<file path="config.mk">
export PLATFORM = sky130hd
export DESIGN_NAME = operand_fetch_arbiter_flat
export DESIGN_NICKNAME = d
export VERILOG_FILES = /design/src/rtl/operand_fetch_arbiter_if.sv /design/src/rtl/operand_fetch_arbiter.sv /design/src/flat_wrapper.sv
export SDC_FILE = /design/constraint.sdc
export NUM_CORES = 1
export LEC_CHECK = 0
export CORE_MARGIN = 1
export CORE_UTILIZATION = 28
export DETAILED_ROUTE_END_ITERATION = 12
export PLACE_DENSITY = 0.54
export SLEW_MARGIN = 0
export SYNTH_ARGS = -nofsm -noshare
export SYNTH_HDL_FRONTEND = slang
export SYNTH_SLANG_ARGS = --single-unit
</file>
<file path="constraint.sdc">
create_clock -name clk -period 1.4 [get_ports clk]
set_input_delay 0.42 -clock clk [delete_from_list [all_inputs] [get_ports clk]]
set_output_delay 0.42 -clock clk [all_outputs]
set_load 0.005 [all_outputs]
</file>
<file path="src/rtl/operand_fetch_arbiter_if.sv">
// Requester, response and memory-port signals of the operand fetch arbiter.
// The slave modport is the arbiter; the master modport is the requester/memory side.
interface operand_fetch_arbiter_if #(
    parameter int ADDR_W = 3,
    parameter int DATA_W = 8
);
    logic              req0_valid;
    logic [ADDR_W-1:0] req0_addr;
    logic              req0_ready;
    logic              rsp0_valid;
    logic [DATA_W-1:0] rsp0_data;

    logic              req1_valid;
    logic [ADDR_W-1:0] req1_addr;
    logic              req1_ready;
    logic              rsp1_valid;
    logic [DATA_W-1:0] rsp1_data;

    logic [ADDR_W-1:0] mem_addr;
    logic [DATA_W-1:0] mem_rdata;
    logic              busy;

    modport slave (
        input  req0_valid, req0_addr, req1_valid, req1_addr, mem_rdata,
        output req0_ready, rsp0_valid, rsp0_data,
        output req1_ready, rsp1_valid, rsp1_data,
        output mem_addr, busy
    );

    modport master (
        output req0_valid, req0_addr, req1_valid, req1_addr, mem_rdata,
        input  req0_ready, rsp0_valid, rsp0_data,
        input  req1_ready, rsp1_valid, rsp1_data,
        input  mem_addr, busy
    );
endinterface

</file>
<file path="src/rtl/operand_fetch_arbiter.sv">
// Round-robin arbiter sharing one registered-output memory read port between
// the CPU operand fetch (port 0) and the debug/scan reader (port 1).
module operand_fetch_arbiter #(
    parameter int ADDR_W = 3,
    parameter int DATA_W = 8
) (
    input  logic                  clk,
    input  logic                  rst_n,
    operand_fetch_arbiter_if.slave bus
);

    typedef enum logic [1:0] {
        IDLE = 2'd0,
        ADDR = 2'd1,
        DATA = 2'd2
    } state_e;

    state_e            state_q, state_d;
    logic              last_grant_q, last_grant_d;
    logic              owner_q, owner_d;
    logic [ADDR_W-1:0] mem_addr_q, mem_addr_d;
    logic              rsp0_valid_q, rsp0_valid_d;
    logic              rsp1_valid_q, rsp1_valid_d;
    logic [DATA_W-1:0] rsp0_data_q, rsp0_data_d;
    logic [DATA_W-1:0] rsp1_data_q, rsp1_data_d;

    logic grant0;
    logic grant1;

    // Port 0 wins a tie unless it was the last one served.
    always_comb begin
        grant0 = (state_q == IDLE) && bus.req0_valid && (!bus.req1_valid || last_grant_q);
        grant1 = (state_q == IDLE) && bus.req1_valid && !grant0;
    end

    always_comb begin
        // NOTE: every next-state signal gets a default first so no path can infer a latch.
        state_d      = state_q;
        last_grant_d = last_grant_q;
        owner_d      = owner_q;
        mem_addr_d   = mem_addr_q;
        rsp0_valid_d = 1'b0;
        rsp1_valid_d = 1'b0;
        rsp0_data_d  = rsp0_data_q;
        rsp1_data_d  = rsp1_data_q;

        case (state_q)
            IDLE: begin
                if (grant0 || grant1) begin
                    mem_addr_d   = grant1 ? bus.req1_addr : bus.req0_addr;
                    owner_d      = grant1;
                    last_grant_d = grant1;
                    state_d      = ADDR;
                end
            end
            ADDR: begin
                state_d = DATA;
            end
            DATA: begin
                state_d = IDLE;
                if (owner_q) begin
                    rsp1_valid_d = 1'b1;
                    rsp1_data_d  = bus.mem_rdata;
                end else begin
                    rsp0_valid_d = 1'b1;
                    rsp0_data_d  = bus.mem_rdata;
                end
            end
            default: begin
                state_d = IDLE;
            end
        endcase
    end

    // last_grant resets to 1 so the first tie after reset goes to port 0.
    always_ff @(posedge clk or negedge rst_n) begin
        if (!rst_n) begin
            state_q      <= IDLE;
            last_grant_q <= 1'b1;
            owner_q      <= 1'b0;
            mem_addr_q   <= '0;
            rsp0_valid_q <= 1'b0;
            rsp1_valid_q <= 1'b0;
            rsp0_data_q  <= '0;
            rsp1_data_q  <= '0;
        end else begin
            // NOTE: sequential state uses non-blocking assignments so all registers update together.
            state_q      <= state_d;
            last_grant_q <= last_grant_d;
            owner_q      <= owner_d;
            mem_addr_q   <= mem_addr_d;
            rsp0_valid_q <= rsp0_valid_d;
            rsp1_valid_q <= rsp1_valid_d;
            rsp0_data_q  <= rsp0_data_d;
            rsp1_data_q  <= rsp1_data_d;
        end
    end

    assign bus.req0_ready = grant0;
    assign bus.req1_ready = grant1;
    assign bus.rsp0_valid = rsp0_valid_q;
    assign bus.rsp1_valid = rsp1_valid_q;
    assign bus.rsp0_data  = rsp0_data_q;
    assign bus.rsp1_data  = rsp1_data_q;
    assign bus.mem_addr   = mem_addr_q;
    assign bus.busy       = (state_q != IDLE);

endmodule

</file>
<file path="src/flat_wrapper.sv">
// flat-port wrapper written by rule: the top's interface ports become plain ports
module operand_fetch_arbiter_flat 
#(
    parameter int ADDR_W = 3,
    parameter int DATA_W = 8
)
  (clk, rst_n, bus_req0_valid, bus_req0_addr, bus_req1_valid, bus_req1_addr, bus_mem_rdata, bus_req0_ready, bus_rsp0_valid, bus_rsp0_data, bus_req1_ready, bus_rsp1_valid, bus_rsp1_data, bus_mem_addr, bus_busy);
  operand_fetch_arbiter_if #(.ADDR_W(ADDR_W), .DATA_W(DATA_W)) bus_i ();
  input  logic clk;
  input  logic rst_n;
  input wire logic [$bits(bus_i.req0_valid)-1:0] bus_req0_valid;
  input wire logic [$bits(bus_i.req0_addr)-1:0] bus_req0_addr;
  input wire logic [$bits(bus_i.req1_valid)-1:0] bus_req1_valid;
  input wire logic [$bits(bus_i.req1_addr)-1:0] bus_req1_addr;
  input wire logic [$bits(bus_i.mem_rdata)-1:0] bus_mem_rdata;
  output wire logic [$bits(bus_i.req0_ready)-1:0] bus_req0_ready;
  output wire logic [$bits(bus_i.rsp0_valid)-1:0] bus_rsp0_valid;
  output wire logic [$bits(bus_i.rsp0_data)-1:0] bus_rsp0_data;
  output wire logic [$bits(bus_i.req1_ready)-1:0] bus_req1_ready;
  output wire logic [$bits(bus_i.rsp1_valid)-1:0] bus_rsp1_valid;
  output wire logic [$bits(bus_i.rsp1_data)-1:0] bus_rsp1_data;
  output wire logic [$bits(bus_i.mem_addr)-1:0] bus_mem_addr;
  output wire logic [$bits(bus_i.busy)-1:0] bus_busy;
  assign bus_i.req0_valid = bus_req0_valid;
  assign bus_i.req0_addr = bus_req0_addr;
  assign bus_i.req1_valid = bus_req1_valid;
  assign bus_i.req1_addr = bus_req1_addr;
  assign bus_i.mem_rdata = bus_mem_rdata;
  assign bus_req0_ready = bus_i.req0_ready;
  assign bus_rsp0_valid = bus_i.rsp0_valid;
  assign bus_rsp0_data = bus_i.rsp0_data;
  assign bus_req1_ready = bus_i.req1_ready;
  assign bus_rsp1_valid = bus_i.rsp1_valid;
  assign bus_rsp1_data = bus_i.rsp1_data;
  assign bus_mem_addr = bus_i.mem_addr;
  assign bus_busy = bus_i.busy;
  operand_fetch_arbiter #(.ADDR_W(ADDR_W), .DATA_W(DATA_W)) u_core (.clk(clk), .rst_n(rst_n), .bus(bus_i));
endmodule
</file>
# Word-level counts from Yosys, hierarchy flattened
# Index checks and enable logic that the tools add are counted.
# W data, S select, Z words.
word_totals:
  reg_bits: 25
  in_bits: 18
  output_inout_bits: 24
  word_cells: 32
op_classes:
  eq_ne: 3
  n_mux: 7
  n_bitwise: 1
  n_reduce_logical: 13
op_table:
  columns: ["operator", "count"]
  rows:
  - ["$reduce_and A2 Y1", 3]
  - ["$logic_and A1 B1 Y1", 4]
  - ["$mux W1", 4]
  - ["$pmux W2 S2", 1]
  - ["$mux W3", 1]
  - ["$eq A2 B1 Y1 const B", 1]
  - ["$eq A2 B2 Y1 const B", 1]
  - ["$logic_not A1 Y1", 2]
  - ["$logic_not A2 Y1", 1]
  - ["$logic_or A1 B1 Y1", 2]
  - ["$mux W2", 1]
  - ["$ne A2 B2 Y1 const B", 1]
  - ["$reduce_bool A2 Y1", 1]
  - ["$not A1 Y1", 1]

# Depth between registers and ports, before layout
# Gate-level depths: netlist of run 1.
depth:
  ltp_word: 8
  depth_mapped: 4

# Worst setup path before layout of run 1
# OpenSTA, ideal clock, no wires.
synth_timing:
  path_type: "register to output"
  from: "register u_core.state_q[0]"
  to: "output bus_req1_ready"
  arrival_time_ns: 0.937
  slack_ns: 0.043
  stages_incl_launch_ff: 3
  path_cell_list: "dfrtp_1 -> or3b_4 -> a21oi_1"
synth_between:
  elab_chain_cells: 5
  elab_cells_between_ends: 6
  classes_between: "reduce/logical (6)"
synth_lines:
  columns: ["item", "line", "text"]
  rows:
  - ["start, declared", "operand_fetch_arbiter.sv:18", "state_e state_q, state_d;"]
  - ["start signal, assigned", "operand_fetch_arbiter.sv:88", "state_q <= state_d;"]
  - ["$logic_not A2 Y1 *", "operand_fetch_arbiter.sv:32, operand_fetch_arbiter.sv:33", null]
  - ["$logic_and A1 B1 Y1 (2 in series)", "operand_fetch_arbiter.sv:32", "grant0 = (state_q == IDLE) && bus.req0_valid && (!bus.req1_valid || last_grant_q);"]
  - ["$logic_not A1 Y1", "operand_fetch_arbiter.sv:33", "grant1 = (state_q == IDLE) && bus.req1_valid && !grant0;"]
  - ["$logic_and A1 B1 Y1 *", "operand_fetch_arbiter.sv:33", null]
  - ["end, declared", "flat_wrapper.sv:19", "output wire logic [$bits(bus_i.req1_ready)-1:0] bus_req1_ready;"]
# Every way passes the cells marked *; elsewhere a longest branch is shown, timed or not.

# Final worst setup path of run 1
# Ends and elaborated chain as after synthesis.

==> reports/results.tsv, run 1 <==
metric	value	unit
via count	848	
met2 Track Usage GR	0.249	
clk_lat worst skew	0.30	ns
Largest stage delay, worst path	0.42	ns
violation count after the first detailed-route iteration	31	
setup slack after layout	-0.482	ns
Syn Area/Cell	14.0	µm²
# DRC	0	
register area share after synthesis	0.624	
Pre-antenna DRT Iters	2	
Buf+Inv Stages, Crit Path	2	
Yosys warnings	0	
post-DP HPWL	1670	µm
H-tree depth	1	
share of the synthesized area in the top cell type	0.598	
Final Skew	0.00740	ns
Syn-to-layout area delta	80.3	%
failing checks	negative setup slack	
Syn Nets	90	
crit-path leading delay family	flip-flops	
TritonCTS clock tree	built	
placed cell area	0.00156	mm²
most used routing layer	met2	
Synth Cell Area	0.00100	mm²
Layout Nets	156	
max-slew violations	0	
Synth Register Bits	25	
kind of critical path	reg2out	
crit path DAT	1.46	ns
Worst Max-Slew Pin Slew	0.430	ns
wire length per cell	14.3	µm
antenna diode count	0	
I/O pin count	42	
Initial Util	0.296	
GRT Total Usage	0.150	
Pwr Density	2080	mW/mm²
CP max-delay cell	dfrtp_1	
sequential share of power	0.347	
Clock Pin Slew Worst Setup and Hold Paths	0.13	ns
post-layout utilization of the core	0.535	
status	finished, violations left	
maximum vdd drop	0.924	mV
Syn Inst Count	72	
post-route ant nets	0	
most common cell after layout, fill and taps aside	dfrtp_1	
Slew HR	0.713	
grt total ovfl	0	
final hold vios	0	
vias in the first global route	832	
Final setup viols	14	
initial antenna violation count	0	
first-pass GRT wire length	4100	µm
worst hold path type	in2async	
total clock sinks	25	
worst-path fanout max	2	
fin crit share	1.34	
largest net degree at the start of global routing	26	
leak pwr	0.800	nW
Core Box Area	0.00339	mm²
unrepaired setup endpoints after global routing	true	
Vias/cell	4.63	
P_sw	0.00120	W
CP Data Required Time	0.98	ns
post-route cell area	0.00181	mm²
Final Critical Period	1.88	ns
area leader, netlist	dfrtp_1	
Distinct cells, synth	17	
Fmax achieved	531	MHz
Synth area leaders	dfrtp_1, mux2_2, nor3b_1	
CTS Buffer Depth	2	
commonest cells after routing, fill and taps aside	dfrtp_1, clkdlybuf4s15_1, clkdlybuf4s50_1, buf_4, buf_6	
Root Driver	clkbuf_4	
Inserted Clock Buffers	3	
crit-path cells	buf_6 -> or3b_4 -> a21oi_2 -> buf_2	
Port Buffer Count	41	
fraction of layout cells with a size suffix above 1	0.453	
Gate power share	0.573	
Routed WL	2610	µm
Int Pwr	0.00258	W
DP Cell Count	168	
Finished Layout Cells	183	
total die area	0.00383	mm²
GR Layer Usage met3	0.0248	
Die Height	61.9	µm
Critical Path Start Type	flop	
global placement routability congestion	0.836	
row count	21	
chip width	61.9	µm
Crit. End Element	primary output	
power share of the clock group	0.080	
# hold bufs at CTS	0	
Switching Fraction	0.317	
met1 usage	0.202	
max cap viols	0	
Fin Setup TNS	-2.62	ns
Hold Slack	0.473	ns
==> worst register-to-register path: cells and delay by family, from the launching register on <==
| family | cells | cell delay [ns] |
|---|---|---|
| DFF | 1 | 0.42 |
| buffers and inverters | 3 | 0.39 |
| and+or+nand+nor | 1 | 0.39 |
| AOI/OAI and AO/OA | 2 | 0.32 |
==> final timing paths <==
| path | startpoint | end | slack [ns] | cells after the start |
|---|---|---|---|---|
| max in group asynchronous | rst_n | u_core.last_grant_q | 0.71 | 2 |
| max reg2reg | u_core.state_q[0] | u_core.bus.mem_addr[2] | -0.24 | 6 |
| min reg2reg | u_core.bus.rsp1_data[0] | u_core.bus.rsp1_data[0] | 0.52 | 1 |
| min in group clk | u_core.bus.rsp1_data[0] | u_core.bus.rsp1_data[0] | 0.52 | 1 |
| max | u_core.state_q[0] | bus_req1_ready | -0.48 | 4 |
| min | rst_n | u_core.bus.rsp1_data[1] | 0.47 | 2 |
==> routing by layer <==
metal	up-vias	wire length, µm
met5	-	0
li1	393	-
met2	34	1300
met1	419	1180
met3	2	117
met4	0	10
==> registers in the layout (all words and copies together) (netlist names) <==
register,flops
u_core.bus.mem_addr,3
u_core.owner_q,1
u_core.bus.rsp0_valid,1
u_core.bus.rsp1_valid,1
u_core.bus.rsp0_data,8
u_core.last_grant_q,1
u_core.state_q,2
u_core.bus.rsp1_data,8
==> area by class of cell <==
cell class                      count  area (µm²)
Timing Repair Buffer               63         602
Sequential cell                    25         627
Inverter                            3        11.3
Clock buffer                        4        26.3
Fill cell                         295        1580
Multi-Input combinational cell     42         488
Tap cell                           46        57.6
==> stage by stage <==
step	power [W]	setup WS, ns
final	0.00377	-0.482
after global routing	0.00405	-0.536
after CTS	0.00372	-0.502
after detailed placement	0.00295	-0.934
after global placement	0.00293	-0.923
after floorplan	0.00192	0.0432
==> cell usage after synthesis (all sizes together) <==
| master | instances |
|---|---|
| dfrtp | 24 |
| mux2 | 16 |
| nor3b | 5 |
| o21ai | 4 |
| a211oi | 3 |
| a21oi | 3 |
| inv | 3 |
| nor2 | 3 |
| o31ai | 3 |
| nor2b | 2 |
| a31oi | 1 |
| buf | 1 |
| clkbuf | 1 |
| dfstp | 1 |
| nand3b | 1 |
| or3b | 1 |
==> cells by family after synthesis <==
group           synth area share
buf+inv                   0.0224
flops                      0.624
compound gates            0.0859
mux                        0.179
simple gates              0.0884
==> power groups by stage <==
stage | combinational [W] | sequential (W) | clock (W)
floorplan | 0.000592 | 0.00133 | 0
global placement | 0.00162 | 0.00131 | 0
detailed placement | 0.00164 | 0.00131 | 0
CTS | 0.00210 | 0.00130 | 0.000315
global route | 0.00235 | 0.00136 | 0.000345
finish | 0.00216 | 0.00131 | 0.000301
==> what timing repair did <==
action / 4_1_cts / 5_1_grt
setup endpoints to repair: 42 / 35
resized for setup: 69 / 34
pin swaps: 7 / 6
setup buffers: 16 / 5
gates cloned: 1 / 0
Note: power is estimated with default switching activity, not from simulation.
==> run 2, diff against run 1 <==
--- a/config.mk
+++ b/config.mk
@@ -6,9 +6,10 @@
 export NUM_CORES = 1
 export LEC_CHECK = 0
 export CORE_MARGIN = 1
-export CORE_UTILIZATION = 28
+export CORE_UTILIZATION = 41
 export DETAILED_ROUTE_END_ITERATION = 12
-export PLACE_DENSITY = 0.54
+export PLACE_DENSITY = 0.75
+export SKIP_CTS_REPAIR_TIMING = 1
 export SLEW_MARGIN = 0
 export SYNTH_ARGS = -nofsm -noshare
 export SYNTH_HDL_FRONTEND = slang
==> reports/results.tsv, run 2 (same netlist as run 1, synthesis figures left out) <==
metric	value	unit
via count	799	
CP max-delay cell	dfrtp_1	
largest net degree at the start of global routing	26	
CTS Buffer Depth	2	
chip width	51.5	µm
reg-to-reg slack, setup	-0.12	ns
crit path DAT	1.41	ns
maximum vdd drop	1.26	mV
Crit. End Element	primary output	
unrepaired setup endpoints after global routing	true	
setup slack after layout	-0.426	ns
Fin Setup TNS	-2.14	ns
failing checks	negative setup slack	
r2r worst-path depth	5	
Root Driver	clkbuf_4	
kind of critical path	reg2out	
fraction of layout cells with a size suffix above 1	0.379	
first-pass GRT wire length	3440	µm
Clock Pin Slew Worst Setup and Hold Paths	0.12	ns
Buf+Inv Stages, Crit Path	2	
final hold vios	0	
Pwr Density	1990	mW/mm²
violation count after the first detailed-route iteration	5	
wire length per cell	15.1	µm
Final Critical Period	1.83	ns
Largest stage delay, worst path	0.41	ns
Critical Path Start Type	flop	
Fmax achieved	548	MHz
vias in the first global route	778	
max-slew violations	0	
Slew HR	0.840	
Fillers	162	
post-DP HPWL	1560	µm
Vias/cell	4.99	
crit-path cells	buf_6 -> or3b_4 -> a21oi_2 -> clkbuf_2	
CP Data Required Time	0.98	ns
worst-path fanout max	2	
origin of the worst setup path	u_core.state_q[0]	
Port Buffer Count	41	
Worst Max-Slew Pin Slew	0.238	ns
reg-to-reg startpoint	u_core.state_q[0]	
Die Height	51.5	µm
# DRC	0	
total clock sinks	25	
crit-path leading delay family	flip-flops	
Final setup viols	13	
leak pwr	0.969	nW
reg2reg end	u_core.bus.rsp0_data[7]	
fin crit share	1.30	
pre-CTS setup slack	-0.905	ns
max cap viols	0	
Initial Util	0.446	
status	finished, violations left	
Layout Nets	151	
initial antenna violation count	0	
Core Box Area	0.00225	mm²
post-route ant nets	0	
row count	17	
Routed WL	2420	µm
antenna diode count	0	
total die area	0.00265	mm²
Pre-antenna DRT Iters	4	
worst hold path type	in2async	
Syn-to-layout area delta	72.5	%
H-tree depth	1	
global placement routability congestion	0.789	
I/O pin count	42	
Setup crit end	bus_req1_ready	
grt total ovfl	0	
Final Skew	0.00132	ns
most common cell after layout, fill and taps aside	dfrtp_1	
GRT Total Usage	0.177	
commonest cells after routing, fill and taps aside	dfrtp_1, dlymetal6s2s_1, clkdlybuf4s50_1, buf_4, mux2_2	
Inserted Clock Buffers	3	
clk_lat worst skew	0.30	ns
Crit path depth	4	
TritonCTS clock tree	built	
run 2: changes by cell type in the layout (fill, tap and decap cells not counted), sizes merged:
cell,before,now
buf,25,18
clkbuf,6,5
clkdlybuf4s15,19,0
dlygate4sd2,1,0
dlymetal6s2s,0,23
run 2: worst min path at each step:
stage / end / slack (ns) / cells after the start
final: u_core.bus.rsp0_data[4] / 0.48 / 2
after global routing: u_core.bus.rsp0_data[0] / 0.47 / 2
after CTS: u_core.bus.rsp1_data[7] / 0.48 / 2
after detailed placement: u_core.bus.rsp0_data[3] / 0.49 / 1
after global placement: u_core.bus.rsp1_data[3] / 0.49 / 1
after floorplan: u_core.bus.mem_addr[0] / 0.12 / 0
run 2: worst reg2reg max path, delay by kind of cell, from the launching register on:
family                 cells  cell delay, ns
DFF                        1            0.41
muxes                      1            0.31
buffers and inverters      3            0.47
and+or+nand+nor            1            0.24
run 2: metrics by stage:
stage          utilization  instance area (µm²)  cells  hold slack [ns]  power [W]
6_report             0.769                 1730    160            0.478    0.00345
4_1_cts              0.692                 1560    154            0.482    0.00326
3_3_place_gp         0.680                 1530    150            0.488    0.00290
2_1_floorplan            -                 1000     72            0.124    0.00192
3_5_place_dp         0.680                 1530    150            0.494    0.00295
5_1_grt              0.769                 1730    160            0.471    0.00369
run 2: power by group:
part	switching (W)	internal, W	leakage (nW)
Combinational	0.000664	0.00119	0.656
Clock	0.000192	0.000111	0.0150
Sequential	0.000195	0.00109	0.298
run 2: cell type report:
type                    count  area (µm²)  area share
clock buffers               4        26.3      0.0152
inverters                   3        11.3     0.00650
multi-input cells          42         420       0.243
flip-flops and latches     25         627       0.362
well taps                  28        35.0      0.0202
repair buffers             58         613       0.354
run 2: routing by layer:
metal	vias up	part of all wire	global-route usage
met2	36	0.52	0.303
met1	386	0.41	0.224
met5	-	0	0
li1	377	-	-
met4	0	0	0.0405
met3	0	0.075	0.0468
